File: src/rtl/full_adder_dataflow.sv
//------------------------------------------------------------------------------
// Module   : full_adder_dataflow
// Brief    : Dataflow full adder with registered copy, saturating carry counter
//            and sticky arithmetic self-check flag.
// Revision : 1.0 - initial release
//------------------------------------------------------------------------------
`default_nettype none

module full_adder_dataflow (
    input  logic       clk,
    input  logic       rst,
    input  logic       a,
    input  logic       b,
    input  logic       carry_in,
    output logic       sum,
    output logic       carry_out,
    output logic       sum_q,
    output logic       carry_out_q,
    output logic [7:0] carry_count,
    output logic       check_err
);

    localparam logic [7:0] c_CNT_MAX = 8'hFF;

    logic       w_sum;
    logic       w_carry;
    logic [1:0] w_ref;
    logic       w_known;
    logic       w_mismatch;

    logic       r_sum_q;
    logic       r_carry_out_q;
    logic [7:0] r_carry_count;
    logic       r_check_err;

    assign w_sum     = a ^ b ^ carry_in;
    assign w_carry   = (a & b) | (carry_in & (a ^ b));
    assign sum       = w_sum;
    assign carry_out = w_carry;

    // Reference result from plain addition, independent of the dataflow terms.
    assign w_ref      = {1'b0, a} + {1'b0, b} + {1'b0, carry_in};
    assign w_known    = ((a ^ b ^ carry_in) !== 1'bx);
    assign w_mismatch = w_known && ({w_carry, w_sum} != w_ref);

    always_ff @(posedge clk or posedge rst) begin
        if (rst) begin
            r_sum_q       <= 1'b0;
            r_carry_out_q <= 1'b0;
            r_carry_count <= 8'd0;
            r_check_err   <= 1'b0;
        end else begin
            r_sum_q       <= w_sum;
            r_carry_out_q <= w_carry;
            if (w_carry && (r_carry_count != c_CNT_MAX)) begin
                r_carry_count <= r_carry_count + 8'd1;
            end
            if (w_mismatch) begin
                r_check_err <= 1'b1;
            end
        end
    end

    assign sum_q       = r_sum_q;
    assign carry_out_q = r_carry_out_q;
    assign carry_count = r_carry_count;
    assign check_err   = r_check_err;

endmodule

`default_nettype wire

File: config.mk
export PLATFORM = sky130hd
export DESIGN_NAME = full_adder_dataflow
export DESIGN_NICKNAME = d
export VERILOG_FILES = /design/src/rtl/full_adder_dataflow.sv
export SDC_FILE = /design/constraint.sdc
export NUM_CORES = 1
export LEC_CHECK = 0
export CAP_MARGIN = 20
export CORE_AREA = 2 2 39 41
export DETAILED_ROUTE_END_ITERATION = 12
export DIE_AREA = 0 0 41 43
export PLACE_DENSITY_LB_ADDON = 0.12
export SLEW_MARGIN = 25
export SYNTH_ARGS = -nofsm -noshare
export SYNTH_HDL_FRONTEND = slang
export SYNTH_SLANG_ARGS = --single-unit
export TNS_END_PERCENT = 5
File: constraint.sdc
create_clock -name clk -period 1.9 [get_ports clk]
set_input_delay 0.19 -clock clk [delete_from_list [all_inputs] [get_ports clk]]
set_output_delay 0.19 -clock clk [all_outputs]
set_load 0.02 [all_outputs]
==> key figures <==
Power and ir drop
  – P_sw: between 0.4 and 0.5 mW
  – Combinational Power Share: 46.2%
  – Clock share of power: between 10 and 15%
  – Peak VDD IR: a little over 0.7 mV
  – Final Power: 1.035 mW
  – Sequential share of power: between 30% and 40%
  – Leak: 0.3000 nW
  – Cell Pwr Density: approximately 1500 mW/mm²
  – Power Internal: between 0.6 and 0.7 mW
  – Sw frac: 40.48%

Layout
  – Most common cell after layout, fill and taps aside: clkdlybuf4s50_1
  – Synthesis-to-layout area growth: 40.92%
  – Area occupied by multi-input gates: 227.7 µm²
  – Sequential Area: approximately 250 µm²
  – Final nets: 69
  – N_diodes: 0
  – Layout cell share with drive strength beyond 1: 18.33%
  – Design Area, Final: 689.4 µm²
  – Fillers: around 140
  – Most frequent cells in the layout: 14 x clkdlybuf4s50_1, 10 x dfrtp_1, 5 x a21oi_1, 3 x nand3_1, 3 x clkbuf_4

Setup path
  – Critical Path RT: around 1.7 ns
  – Worst EP arrival: between 1.5 and 2 ns
  – Crit. End Element: output port
  – Worst r2r src: carry_count[0]
  – Largest fanout on the critical path: 2
  – Path depth of the worst reg2reg path: 4
  – CP Class: in2out
  – CP endpoint: sum
  – FF-to-FF setup slack: 0.43 ns
  – Worst R2R End: carry_count[1]
  – Crit path launch: a
  – Startpoint types: primary input

Die
  – Die area: 0.001763 mm²
  – Starting Density: a little over a third
  – Die height: roughly 43 µm
  – Row cnt: 14
  – Die X: about 41 µm
  – Core footprint: about 0.0014 mm²
  – Boundary pin count: 18

Timing
  – Unrepaired setup endpoints after global routing: false
  – Fin Setup TNS: 0 ns
  – Clock Skew: around 0.0035 ns
  – Setup ws final: between 0.15 and 0.2 ns
  – Worst hold slack: just over 0.2 ns
  – Final Slew Violations: 0
  – Final period util: 90.05%
  – Hold Fails Final Rpt: 0
  – Final setup fails: 0
  – Post-layout minimum cycle time: between 1.5 and 2 ns
  – Max frequency: between 500 and 600 MHz

Synth
  – Synthesis-stage register bit count: 10
  – Most frequently used flop master after synthesis: dfrtp_1
  – Number of flops mapped to enable cells by yosys: 0
  – Gate Count Post-Synth: between 40 and 50
  – Syn_area_per_cell: approximately 12 µm²
  – Syn nets: 48
  – Yosys top cell by area: dfrtp_1
  – Yosys cell types: 24
  – Ys async rst share: 100.0%
  – Mapped Area: 489.2 µm²
  – Synth top area share: 51.15%
  – Synth Warn #: 0
  – Synth area leaders: dfrtp_1 51%, a21oi_1 5.1%, fa_1 4.1%
  – Share of the yosys chip area belonging to registers: between 50 and 60%

Clock network
  – Clock Sinks: 10
  – Worst-path clk slew: around 0.07 ns
  – Total CTS buffers: 3
  – TritonCTS clock tree: done
  – # Post-CTS Setup Buffers: 0
  – Clk buf depth: 2
  – Clock root buffer: clkbuf_4
  – H-tree lvl count: 1
  – Worst skew pair latency: around 0.26 ns

Global routing
  – GRT Resource Usage Total: a little over an eighth
  – Largest net degree at the start of global routing: 11
  – Grt ovf: 0
  – Initial antenna violation count: 0
  – Global-route wire length before repair: 1.587 mm
  – Vias in the first global route: 354

Placement
  – GPL Wtd Cong: slightly below 0.7
  – Number of port buffers: 16
  – Cell Area, Placed: between 600 and 700 µm²
  – DPL Wire Length: between 600 and 700 µm
  – Post-Place Setup Slack: -0.09881 ns

Routing
  – Detailed Route Iter0 Violations: 1
  – Total wire length: ~950 µm
  – Via Count: about 370
  – Router iterations before antenna repair: 2
  – DRC viols: 0
  – ANT nets after route: 0
  – Vias per cell: about 4.9
  – Routed length per instance: 12.53 µm

Outcome
  – Outcome: finished, final reports clean

Worst hold path
  – Hold Path Class: in2async

Job
  – Number of max-cap violations: 0
==> critical path, cell delays in order <==
cell             delay [ns]
clkdlybuf4s50_1        0.43
fa_1                   0.56
dlygate4sd2_1          0.34
==> state kept, by name (all words and copies together), names as in the netlist <==
name	count
sum_q	1
carry_out_q	1
carry_count	8
==> Yosys cell counts, types with 2 or more instances <==
library cell	count
dfrtp_1	10
a21oi_1	5
nand3_1	3
a31oi_1	2
and3_1	2
==> worst min path at each step <==
stage | slack, ns | end | cells past startpoint | from
after global routing | 0.27 | carry_count[7] | 2 | rst
after CTS | 0.22 | carry_count[7] | 2 | rst
final | 0.20 | sum_q | 2 | rst
after detailed placement | 0.50 | sum_q | 2 | rst
after floorplan | 0.03 | carry_count[0] | 1 | rst
after global placement | 0.50 | sum_q | 2 | rst
==> metrics by stage <==
| step | util, % | std cells |
|---|---|---|
| global route | 49.82 | 76 |
| detailed placement | 48.37 | 73 |
| floorplan | - | 41 |
| global placement | 48.37 | 73 |
| CTS | 49.82 | 76 |
| finish | 49.82 | 76 |
==> routing by layer <==
| layer | vias up | routed length [µm] | part of all wire [%] | global-route usage [%] |
|---|---|---|---|---|
| li1 | 190 | - | - | - |
| met1 | 174 | 453 | 48 | 20.40 |
| met2 | 8 | 446 | 47 | 15.94 |
| met3 | 2 | 39 | 4.1 | 3.141 |
| met4 | 0 | 13 | 1.4 | 10.00 |
| met5 | - | 0 | 0 | 0 |
==> cell families (layout without fill, tap and decap cells) <==
logic type,after synthesis,after routing,synth area share (%)
simple gates,11,11,16.11
compound gates,12,12,15.86
flops,10,10,51.15
xor+xnor,1,1,1.791
other cells,1,1,0.7665
mux,2,2,5.370
buf+inv,2,21,2.302
fa+ha+maj,2,2,6.649
==> what timing repair did <==
| item | CTS | global route |
|---|---|---|
| hold buffers | 0 | 0 |
| gates resized for setup | 2 | 0 |
| setup endpoints to repair | 2 | 0 |
| endpoints found under the hold margin | 0 | 0 |
==> power groups by stage <==
stage	Sequential, mW	Clock (mW)	Combinational, mW
finish	0.411	0.146	0.478
global route	0.426	0.165	0.520
CTS	0.410	0.149	0.484
detailed placement	0.414	0	0.486
global placement	0.413	0	0.482
floorplan	0.493	0	0.185
==> cell type report <==
cell class	instances	area share (%)
well taps	16	2.904
flip-flops and latches	10	36.30
inverters	1	0.5445
multi-input cells	29	33.03
repair buffers	17	23.96
clock buffers	3	3.267
(Power assumes the default switching activity.)
